File: src/rtl/frog_mover_if.sv
// Move/collision inputs and frog status outputs between the button/traffic
// logic (master) and the frog_mover (slave).
interface frog_mover_if #(
    parameter int ROWS    = 16,
    parameter int COLS    = 16,
    parameter int LIVES   = 3,
    parameter int SCORE_W = 4
);
    logic                       up;
    logic                       down;
    logic                       left;
    logic                       right;
    logic                       hit;
    logic [$clog2(ROWS)-1:0]    frog_row;
    logic [$clog2(COLS)-1:0]    frog_col;
    logic [$clog2(LIVES+1)-1:0] lives;
    logic [SCORE_W-1:0]         score;
    logic                       playing;
    logic                       game_over;
    logic                       win_pulse;
    logic                       die_pulse;

    modport master (
        output up, down, left, right, hit,
        input  frog_row, frog_col, lives, score, playing, game_over, win_pulse, die_pulse
    );

    modport slave (
        input  up, down, left, right, hit,
        output frog_row, frog_col, lives, score, playing, game_over, win_pulse, die_pulse
    );
endinterface

File: src/rtl/frog_mover.sv
// Frog position, lives and score keeper with the play/death/win/game-over
// sequence; consumes one-cycle move pulses and the traffic collision level.
//
// state | meaning
// PLAY  | moves and hit are processed
// DEAD  | frozen hold after a death, then respawn
// WIN   | frozen hold after a crossing, then respawn
// OVER  | no lives left; frozen until reset
module frog_mover #(
    parameter int ROWS        = 16,
    parameter int COLS        = 16,
    parameter int START_COL   = 7,
    parameter int HOLD_CYCLES = 25000000,
    parameter int LIVES       = 3,
    parameter int SCORE_W     = 4
) (
    input  logic         clk,
    input  logic         reset,
    frog_mover_if.slave  bus
);
    localparam int RW = $clog2(ROWS);
    localparam int CW = $clog2(COLS);
    localparam int LW = $clog2(LIVES + 1);
    localparam int HW = $clog2(HOLD_CYCLES + 1);

    localparam logic [RW-1:0]      ROW_LAST  = RW'(ROWS - 1);
    localparam logic [CW-1:0]      COL_LAST  = CW'(COLS - 1);
    localparam logic [CW-1:0]      COL_START = CW'(START_COL);
    localparam logic [LW-1:0]      LIVES_RST = LW'(LIVES);
    localparam logic [HW-1:0]      HOLD_LAST = HW'(HOLD_CYCLES - 1);
    localparam logic [SCORE_W-1:0] SCORE_MAX = '1;

    typedef enum logic [1:0] {PLAY, DEAD, WIN, OVER} state_t;

    state_t             state, state_nxt;
    logic [RW-1:0]      row, row_nxt;
    logic [CW-1:0]      col, col_nxt;
    logic [LW-1:0]      lives, lives_nxt;
    logic [SCORE_W-1:0] score, score_nxt;
    logic [HW-1:0]      hold_cnt, hold_cnt_nxt;
    logic               win_pulse, win_pulse_nxt;
    logic               die_pulse, die_pulse_nxt;

    always_ff @(posedge clk) begin
        if (reset) begin
            state     <= PLAY;
            row       <= ROW_LAST;
            col       <= COL_START;
            lives     <= LIVES_RST;
            score     <= '0;
            hold_cnt  <= '0;
            win_pulse <= 1'b0;
            die_pulse <= 1'b0;
        end else begin
            state     <= state_nxt;
            row       <= row_nxt;
            col       <= col_nxt;
            lives     <= lives_nxt;
            score     <= score_nxt;
            hold_cnt  <= hold_cnt_nxt;
            win_pulse <= win_pulse_nxt;
            die_pulse <= die_pulse_nxt;
        end
    end

    always_comb begin
        state_nxt     = state;
        row_nxt       = row;
        col_nxt       = col;
        lives_nxt     = lives;
        score_nxt     = score;
        hold_cnt_nxt  = hold_cnt;
        win_pulse_nxt = 1'b0;
        die_pulse_nxt = 1'b0;
        case (state)
            PLAY: begin
                // A collision wins over any move in the same cycle; the frog stays on the hit cell.
                if (bus.hit) begin
                    die_pulse_nxt = 1'b1;
                    if (lives > LW'(1)) begin
                        lives_nxt = lives - LW'(1);
                        state_nxt = DEAD;
                    end else begin
                        lives_nxt = '0;
                        state_nxt = OVER;
                    end
                end else if (bus.up) begin
                    if (row == RW'(1)) begin
                        row_nxt       = '0;
                        state_nxt     = WIN;
                        win_pulse_nxt = 1'b1;
                        if (score != SCORE_MAX) score_nxt = score + SCORE_W'(1);
                    end else if (row != '0) begin
                        row_nxt = row - RW'(1);
                    end
                end else if (bus.down) begin
                    if (row != ROW_LAST) row_nxt = row + RW'(1);
                end else if (bus.left) begin
                    if (col != '0) col_nxt = col - CW'(1);
                end else if (bus.right) begin
                    if (col != COL_LAST) col_nxt = col + CW'(1);
                end
            end
            DEAD, WIN: begin
                if (hold_cnt == HOLD_LAST) begin
                    state_nxt    = PLAY;
                    row_nxt      = ROW_LAST;
                    col_nxt      = COL_START;
                    hold_cnt_nxt = '0;
                end else begin
                    hold_cnt_nxt = hold_cnt + HW'(1);
                end
            end
            OVER: ;
            default: state_nxt = PLAY;
        endcase
    end

    assign bus.frog_row  = row;
    assign bus.frog_col  = col;
    assign bus.lives     = lives;
    assign bus.score     = score;
    assign bus.playing   = (state == PLAY);
    assign bus.game_over = (state == OVER);
    assign bus.win_pulse = win_pulse;
    assign bus.die_pulse = die_pulse;
endmodule
File: src/flat_wrapper.sv
// flat-port wrapper written by rule: the top's interface ports become plain ports
module frog_mover_flat 
#(
    parameter int ROWS        = 16,
    parameter int COLS        = 16,
    parameter int START_COL   = 7,
    parameter int HOLD_CYCLES = 25000000,
    parameter int LIVES       = 3,
    parameter int SCORE_W     = 4
)
  (clk, reset, bus_up, bus_down, bus_left, bus_right, bus_hit, bus_frog_row, bus_frog_col, bus_lives, bus_score, bus_playing, bus_game_over, bus_win_pulse, bus_die_pulse);
  frog_mover_if #(.ROWS(ROWS), .COLS(COLS), .LIVES(LIVES), .SCORE_W(SCORE_W)) bus_i ();
  input  logic clk;
  input  logic reset;
  input wire logic [$bits(bus_i.up)-1:0] bus_up;
  input wire logic [$bits(bus_i.down)-1:0] bus_down;
  input wire logic [$bits(bus_i.left)-1:0] bus_left;
  input wire logic [$bits(bus_i.right)-1:0] bus_right;
  input wire logic [$bits(bus_i.hit)-1:0] bus_hit;
  output wire logic [$bits(bus_i.frog_row)-1:0] bus_frog_row;
  output wire logic [$bits(bus_i.frog_col)-1:0] bus_frog_col;
  output wire logic [$bits(bus_i.lives)-1:0] bus_lives;
  output wire logic [$bits(bus_i.score)-1:0] bus_score;
  output wire logic [$bits(bus_i.playing)-1:0] bus_playing;
  output wire logic [$bits(bus_i.game_over)-1:0] bus_game_over;
  output wire logic [$bits(bus_i.win_pulse)-1:0] bus_win_pulse;
  output wire logic [$bits(bus_i.die_pulse)-1:0] bus_die_pulse;
  assign bus_i.up = bus_up;
  assign bus_i.down = bus_down;
  assign bus_i.left = bus_left;
  assign bus_i.right = bus_right;
  assign bus_i.hit = bus_hit;
  assign bus_frog_row = bus_i.frog_row;
  assign bus_frog_col = bus_i.frog_col;
  assign bus_lives = bus_i.lives;
  assign bus_score = bus_i.score;
  assign bus_playing = bus_i.playing;
  assign bus_game_over = bus_i.game_over;
  assign bus_win_pulse = bus_i.win_pulse;
  assign bus_die_pulse = bus_i.die_pulse;
  frog_mover #(.ROWS(ROWS), .COLS(COLS), .START_COL(START_COL), .HOLD_CYCLES(HOLD_CYCLES), .LIVES(LIVES), .SCORE_W(SCORE_W)) u_core (.clk(clk), .reset(reset), .bus(bus_i));
endmodule
File: config.mk
export PLATFORM = sky130hd
export DESIGN_NAME = frog_mover_flat
export DESIGN_NICKNAME = d
export VERILOG_FILES = /design/src/rtl/frog_mover_if.sv /design/src/rtl/frog_mover.sv /design/src/flat_wrapper.sv
export SDC_FILE = /design/constraint.sdc
export NUM_CORES = 1
export LEC_CHECK = 0
export CAP_MARGIN = 5
export CORE_ASPECT_RATIO = 1.4
export CORE_MARGIN = 5
export CORE_UTILIZATION = 60
export DETAILED_ROUTE_END_ITERATION = 6
export PLACE_DENSITY = 0.95
export SYNTH_ARGS = -nofsm -noshare
export SYNTH_HDL_FRONTEND = slang
export SYNTH_SLANG_ARGS = --single-unit
File: constraint.sdc
create_clock -name clk -period 4.16 [get_ports clk]
set_input_delay 0.416 -clock clk [delete_from_list [all_inputs] [get_ports clk]]
set_output_delay 0.416 -clock clk [all_outputs]
set_load 0.05 [all_outputs]
==> results of run 1 <==
[layout by cell type (no fill, tap or decap), types with 3 or more instances in the layout]
cell                              synthesis  routed
sky130_fd_sc_hd__a21oi_1                 13      13
sky130_fd_sc_hd__xnor2_1                 14      14
sky130_fd_sc_hd__nand3_1                 12      12
sky130_fd_sc_hd__ha_1                    10      10
sky130_fd_sc_hd__nor2_1                  35      35
sky130_fd_sc_hd__nor4_1                  11      11
sky130_fd_sc_hd__nand4b_1                 3       3
sky130_fd_sc_hd__inv_1                    9       9
sky130_fd_sc_hd__xor2_1                  14      14
sky130_fd_sc_hd__nand2_1                 14      14
sky130_fd_sc_hd__o21ai_0                 14      14
sky130_fd_sc_hd__and3_1                   5       5
sky130_fd_sc_hd__clkdlybuf4s50_1          0      24
sky130_fd_sc_hd__clkbuf_8                 0       5
sky130_fd_sc_hd__nand4_1                  7       7
sky130_fd_sc_hd__mux2i_1                  3       3
sky130_fd_sc_hd__nor3_1                   7       7
sky130_fd_sc_hd__nor2b_1                  3       3
sky130_fd_sc_hd__nand3b_1                 3       3
sky130_fd_sc_hd__dfxtp_1                 43      43
sky130_fd_sc_hd__a31oi_1                  3       3
[routing by layer]
| metal | vias up | track usage | share of wire |
|---|---|---|---|
| met5 | - | 0 | 0 |
| met4 | 0 | 0.1040 | 0.017 |
| met3 | 10 | 0.06687 | 0.050 |
| met2 | 50 | 0.3805 | 0.53 |
| met1 | 937 | 0.2297 | 0.40 |
| li1 | 983 | - | - |
[synthesized netlist by cell type, types with 2 or more instances]
master	count
sky130_fd_sc_hd__or3_1	2
sky130_fd_sc_hd__xor2_1	14
sky130_fd_sc_hd__o21ai_1	2
sky130_fd_sc_hd__a31oi_1	3
sky130_fd_sc_hd__nand4b_1	3
sky130_fd_sc_hd__and4_1	2
sky130_fd_sc_hd__ha_1	10
sky130_fd_sc_hd__clkbuf_1	4
sky130_fd_sc_hd__nor3_1	7
sky130_fd_sc_hd__nor4_1	11
sky130_fd_sc_hd__mux2i_1	3
sky130_fd_sc_hd__nand2_1	14
sky130_fd_sc_hd__inv_1	9
sky130_fd_sc_hd__nand4_1	7
sky130_fd_sc_hd__nor2_1	35
sky130_fd_sc_hd__dfxtp_1	43
sky130_fd_sc_hd__nor4b_1	2
sky130_fd_sc_hd__nand3_1	12
sky130_fd_sc_hd__a21oi_1	13
sky130_fd_sc_hd__and3_1	5
sky130_fd_sc_hd__nor2b_1	3
sky130_fd_sc_hd__xnor2_1	14
sky130_fd_sc_hd__o21ai_0	14
sky130_fd_sc_hd__buf_2	4
sky130_fd_sc_hd__nand3b_1	3
[worst min path at each step]
stage	to	cells after the start
detailed placement	u_core.bus.lives[1]	2
global route	u_core.state[1]	2
floorplan	u_core.state[1]	2
finish	u_core.state[0]	2
CTS	u_core.state[0]	2
global placement	u_core.state[0]	2
[kinds of logic after synthesis]
| logic type | after synthesis | share of synthesized area |
|---|---|---|
| AO/OA/AOI/OAI | 41 | 0.1080 |
| flip-flops | 43 | 0.3810 |
| AND/OR/NAND/NOR | 118 | 0.2913 |
| buffers and inverters | 18 | 0.03377 |
| XOR/XNOR | 28 | 0.1085 |
| multiplexers | 3 | 0.01329 |
| adder cells (fa/ha/maj) | 11 | 0.06423 |
[per-stage QoR]
stage | total power [mW] | hold WS [ns] | cells | util | area (µm²)
6_report | 1.612 | 0.5024 | 329 | 0.7294 | 2658
2_1_floorplan | 1.065 | 0.4661 | 262 | - | 2260
4_1_cts | 1.616 | 0.4983 | 329 | 0.7294 | 2658
3_3_place_gp | 1.214 | 0.4794 | 321 | 0.6930 | 2525
5_1_grt | 1.705 | 0.5434 | 329 | 0.7294 | 2658
3_5_place_dp | 1.235 | 0.4863 | 321 | 0.6930 | 2525
[registers in the layout, indices dropped and copies added (netlist names)]
name	count
u_core.hold_cnt	25
u_core.bus.frog_col	4
u_core.bus.frog_row	4
u_core.bus.score	4
u_core.bus.lives	2
u_core.state	2
u_core.bus.die_pulse	1
u_core.bus.win_pulse	1
[report_power, final]
part / internal [mW] / switching (mW) / total (mW)
combinational: 0.252 / 0.455 / 0.706
sequential: 0.462 / 0.0691 / 0.531
clock: 0.240 / 0.135 / 0.375
[final cells by class]
class	instances	area, µm²	share of cell area
Clock inverter	2	60.06	0.02260
Clock buffer	6	72.57	0.02731
Tap cell	42	52.55	0.01977
Multi-Input combinational cell	201	1323	0.4976
Inverter	9	33.78	0.01271
Timing Repair Buffer	26	255.2	0.09605
Sequential cell	43	860.8	0.3239
[critical path, stage by stage (launching register included)]
cell and delay [ns]:
sky130_fd_sc_hd__dfxtp_1 0.35, sky130_fd_sc_hd__inv_1 0.06, sky130_fd_sc_hd__ha_1 0.70, sky130_fd_sc_hd__nand4_4 0.25
sky130_fd_sc_hd__or4_4 0.59, sky130_fd_sc_hd__o22a_1 0.32, sky130_fd_sc_hd__nor4_1 0.37, sky130_fd_sc_hd__o21ai_0 0.14
==> results.sh, run 1 <==
export IMPL_maxCapViolations=0
export IMPL_fill_cells=264
export IMPL_total_of_endpoints_with_negative_setup_slack_in_the_final_report=0
export IMPL_drt_antenna_violating_nets=0
export IMPL_worst_r2r_setup_slack_ns=1.24
export IMPL_synthesis_instances=262
export IMPL_placement_rows=26
export IMPL_antenna_cells=0
export IMPL_post_route_worst_setup_slack_ns=1.242
export IMPL_placement_setup_worst_slack_ns=1.287
export IMPL_tightestPinTransition_ns=0.6427
export IMPL_worst_setup_path_type="flip-flop to flip-flop"
export IMPL_number_of_drc_violations_after_detailed_routing_iteration_0=137
export IMPL_die_w_um=61.87
export IMPL_drc_errors=0
export IMPL_leakagePower_nw=1.005
export IMPL_syn_avg_cell_area_um2=8.625
export IMPL_clk_pin_slew_worst_paths_ns=0.08
export IMPL_synth_top_area_share=0.3810
export IMPL_final_hold_violation_count=0
export IMPL_grt_pass1_wl_mm=8.424
export IMPL_floorplan_die_height_um=82.61
export IMPL_routed_via_density=6.018
export IMPL_grt_max_degree=25
export IMPL_clk_lat_worst_skew_ns=0.30
export IMPL_timing_final_max_slew_violations=0
export IMPL_ys_seq_area_frac=0.3810
export IMPL_antenna_found_initial=0
export IMPL_tns_ns=0
export IMPL_syn_area_um2=2260
export IMPL_unrepaired_setup_endpoints_after_global_routing="false"
export IMPL_placeableCoreArea_um2=3643
export IMPL_worst_slew_margin_rel=0.5715
export IMPL_tritoncts_clock_tree="built"
export IMPL_timing_critical_path_fanout_max=19
export IMPL_clkSinkCount=43
export IMPL_cts_htree_levels=2
export IMPL_netlist_top_cell_by_area="sky130_fd_sc_hd__dfxtp_1"
export IMPL_buffer_ports_inserted=24
export IMPL_run_status="finished, final reports clean"
export IMPL_irDropWorstVdd_mv=0.5941
export IMPL_timing_final_crit_share=0.7013
export IMPL_postRouteWirelength_mm=4.746
export IMPL_synth_cell_type_count=48
export IMPL_initial_core_util=0.6202
export IMPL_die_area_um2=5111
export IMPL_cp_end_kind="flip-flop"
export IMPL_tritoncts_buffer_count=5
export IMPL_detail_route_wl_per_cell_um=14.43
export IMPL_clock_skew_ns=0.008456
export IMPL_drive_gt1_frac=0.05575
export IMPL_drt_pre_antenna_iters=4
export IMPL_timing_fmax_mhz=342.8
export IMPL_grt_overflow_total=0
export IMPL_reg2reg_to="u_core.bus.frog_row[0]"
export IMPL_cts_hold_repair_buffers=0
export IMPL_area_growth_synth_to_final_pct=17.61
export IMPL_post_cts_setup_buffer_count=0
export IMPL_number_of_synthesized_flops_with_an_enable_pin=0
export IMPL_via_count_of_the_first_global_routing_pass=1975
export IMPL_design_final_nets=304
export IMPL_r2r_worst_path_cells=7
export IMPL_power_density_nw_per_um2=606.7
export IMPL_cp_data_required_time_ns=4.33
export IMPL_vias=1980
export IMPL_syn_nets=280
export IMPL_yosys_most_used_dff="sky130_fd_sc_hd__dfxtp_1"
export IMPL_synth_async_sr_flop_share=0
export IMPL_cts_resized=0
export IMPL_r2r_start="u_core.state[0]"
export IMPL_critical_path_arrival_ns=3.08
export IMPL_clock_tree_root_cell="sky130_fd_sc_hd__clkbuf_8"
export IMPL_ffs_latches_synth=43
export IMPL_final_critical_path_required_period_ns=2.918
export IMPL_critical_path_sink="u_core.bus.frog_row[0]"
export IMPL_floorplan_io_pins=25
export IMPL_place_detailed_hpwl_mm=3.408
export IMPL_setup_crit_start="u_core.state[0]"
export IMPL_setup_worst_path_start_class="flip-flop"
export IMPL_hold_path_startpoint="u_core.state[0]"
export IMPL_routabilityCongestion=0.8478
export IMPL_hold_path_class="flip-flop to flip-flop"
export IMPL_cts_root_to_sink_buffers=2
export IMPL_post_synth_main_area_contributors="sky130_fd_sc_hd__dfxtp_1 38%, sky130_fd_sc_hd__nor2_1 5.8%, sky130_fd_sc_hd__ha_1 5.5%"
export IMPL_grt_use_total=0.2174
export IMPL_synthesis_yosys_warnings=0
No activity file was read; power rests on OpenSTA's default activity.
==> run 2: changes to the inputs <==
- CORE_UTILIZATION: 60 -> 50
- PLACE_DENSITY: 0.95 -> 0.87
- clock period: 4.16 -> 2.5 ns (I/O delays scaled with it)
==> run 2 against run 1 <==
Clock-buffer cell count did not move. Sequential power grew 66%. Via count grew 2.1%. Clock power increased by 19%. Die area is 17% higher. Final cell count increased by 6.7%. Non-clock buffer count up 3. First-iteration DRC count is 14% higher. Critical endpoint is now u_core.state[1]. Largest cell class unchanged.
==> results.sh, run 2 (synthesized netlist as in run 1, its figures left out) <==
export IMPL_dpl_instance_area_um2=2572
export IMPL_r2r_worst_path_cells=7
export IMPL_initial_core_util=0.5063
export IMPL_setup_worst_path_start_class="flip-flop"
export IMPL_vias=2021
export IMPL_critical_path_arrival_ns=2.60
export IMPL_timing_fmax_mhz=421.5
export IMPL_clkSinkCount=43
export IMPL_cp_end_kind="flip-flop"
export IMPL_buffer_ports_inserted=24
export IMPL_unrepaired_setup_endpoints_after_global_routing="false"
export IMPL_clk_lat_worst_skew_ns=0.30
export IMPL_finalCoreUtilization=0.5960
export IMPL_postRouteWirelength_mm=4.999
export IMPL_hold_path_class="flip-flop to flip-flop"
export IMPL_floorplan_io_pins=25
export IMPL_final_critical_path_required_period_ns=2.372
export IMPL_worst_setup_path_type="flip-flop to flip-flop"
export IMPL_placeableCoreArea_um2=4463
export IMPL_timing_critical_path_fanout_max=11
export IMPL_grt_pass1_wl_mm=8.390
export IMPL_tritoncts_clock_tree="built"
export IMPL_r2r_start="u_core.state[0]"
export IMPL_drc_errors=0
export IMPL_clock_skew_ns=0.01246
export IMPL_area_growth_synth_to_final_pct=17.72
export IMPL_gr_usage_met2=0.3375
export IMPL_run_status="finished, final reports clean"
export IMPL_antenna_found_initial=0
export IMPL_routabilityCongestion=0.8232
export IMPL_clk_pin_slew_worst_paths_ns=0.08
export IMPL_place_detailed_hpwl_mm=3.521
export IMPL_grt_use_total=0.1790
export IMPL_maxCapViolations=0
export IMPL_largest_register_ff_count=25
export IMPL_irDropWorstVdd_mv=0.4029
export IMPL_tns_ns=0
export IMPL_tritoncts_buffer_count=5
export IMPL_routed_via_density=5.758
export IMPL_drt_pre_antenna_iters=4
export IMPL_cts_resized=0
export IMPL_worst_slew_margin_rel=0.6634
export IMPL_design_final_nets=307
export IMPL_via_count_of_the_first_global_routing_pass=1961
export IMPL_commonest_non_fill_non_tap_cell_in_the_layout="sky130_fd_sc_hd__dfxtp_1"
export IMPL_cts_root_to_sink_buffers=2
export IMPL_number_of_drc_violations_after_detailed_routing_iteration_0=156
export IMPL_reg2reg_to="u_core.state[1]"
export IMPL_antenna_cells=0
export IMPL_timing_final_max_slew_violations=0
export IMPL_critical_path_sink="u_core.state[1]"
export IMPL_top_register="u_core.hold_cnt"
export IMPL_grt_overflow_total=0
export IMPL_leakagePower_nw=1.001
export IMPL_global_route_met1_usage=0.1887
export IMPL_power_density_nw_per_um2=951.7
export IMPL_total_of_endpoints_with_negative_setup_slack_in_the_final_report=0
export IMPL_floorplan_die_height_um=89.54
export IMPL_grtUsageMet3=0.04151
export IMPL_final_hold_violation_count=0
export IMPL_die_area_um2=5983
export IMPL_grt_max_degree=19
export IMPL_timing_final_crit_share=0.9489
export IMPL_cp_data_required_time_ns=2.73
export IMPL_cts_htree_levels=2
export IMPL_cts_hold_repair_buffers=0
export IMPL_tightestPinTransition_ns=0.5033
export IMPL_placement_rows=29
export IMPL_layout_common_cells="43 x sky130_fd_sc_hd__dfxtp_1, 35 x sky130_fd_sc_hd__nor2_1, 24 x sky130_fd_sc_hd__clkdlybuf4s50_1"
export IMPL_finish_instance_area_um2=2660
export IMPL_setup_crit_start="u_core.state[0]"
export IMPL_die_w_um=66.82
export IMPL_drive_gt1_frac=0.06574
export IMPL_drt_antenna_violating_nets=0
export IMPL_clock_tree_root_cell="sky130_fd_sc_hd__clkbuf_8"
export IMPL_worst_r2r_setup_slack_ns=0.13
export IMPL_detail_route_wl_per_cell_um=14.24
export IMPL_post_cts_setup_buffer_count=0
export IMPL_globalRoute_busiestLayer="met2"
[run 2: cell types whose count changed in the layout (fill, tap and decap cells not counted), sizes merged]
| cell | before | now |
|---|---|---|
| buf | 2 | 5 |
| bufinv | 2 | 0 |
| clkinv | 0 | 1 |
[run 2: worst min-delay path by stage]
stage	startpoint	end	slack [ns]	depth (start not counted)
final	u_core.bus.lives[1]	u_core.bus.lives[1]	0.50	2
after global routing	u_core.bus.lives[1]	u_core.bus.lives[1]	0.52	2
after floorplan	reset	u_core.bus.lives[0]	0.42	2
after detailed placement	u_core.bus.lives[1]	u_core.bus.lives[1]	0.49	2
after CTS	u_core.bus.lives[1]	u_core.bus.lives[1]	0.51	2
after global placement	u_core.state[1]	u_core.state[1]	0.48	2
[run 2: critical path, stage by stage, from the launching register on]
cell and delay, ns:
sky130_fd_sc_hd__dfxtp_1 0.38, sky130_fd_sc_hd__inv_1 0.06, sky130_fd_sc_hd__ha_1 0.33, sky130_fd_sc_hd__nand4_4 0.08, sky130_fd_sc_hd__or4_4 0.54, sky130_fd_sc_hd__o22a_1 0.33, sky130_fd_sc_hd__a2111o_1 0.44, sky130_fd_sc_hd__a21oi_1 0.14
[run 2: final cells by class]
class	instances	area [µm²]
flip-flops and latches	43	860.8
fillers	384	1803
repair buffers	29	277.8
multi-input cells	201	1323
inverters	9	33.78
clock inverters	1	5.005
clock buffers	6	82.58
well taps	62	77.57
[run 2: per-stage QoR]
stage	worst slack [ns]	hold slack [ns]	total power, mW	cells
floorplan	0.2643	0.4180	1.772	262
global placement	0.2586	0.4789	2.034	344
detailed placement	0.1782	0.4937	2.075	344
CTS	0.1455	0.5072	2.523	351
global route	0.05478	0.5230	2.678	351
finish	0.1277	0.4995	2.531	351
[run 2: where the power goes]
group	leakage, nW	total (mW)	internal (mW)	switching (mW)
Clock	0.0470	0.445	0.217	0.229
Combinational	0.605	1.20	0.436	0.766
Sequential	0.349	0.884	0.768	0.116
Total	1.00	2.53	1.42	1.11
[run 2: per-layer routing]
layer	share of wire	routed length [µm]	vias to the layer above
met4	0.010	51	0
met2	0.53	2633	56
met3	0.049	243	7
met1	0.41	2070	968
li1	-	-	990
met5	0	0	-
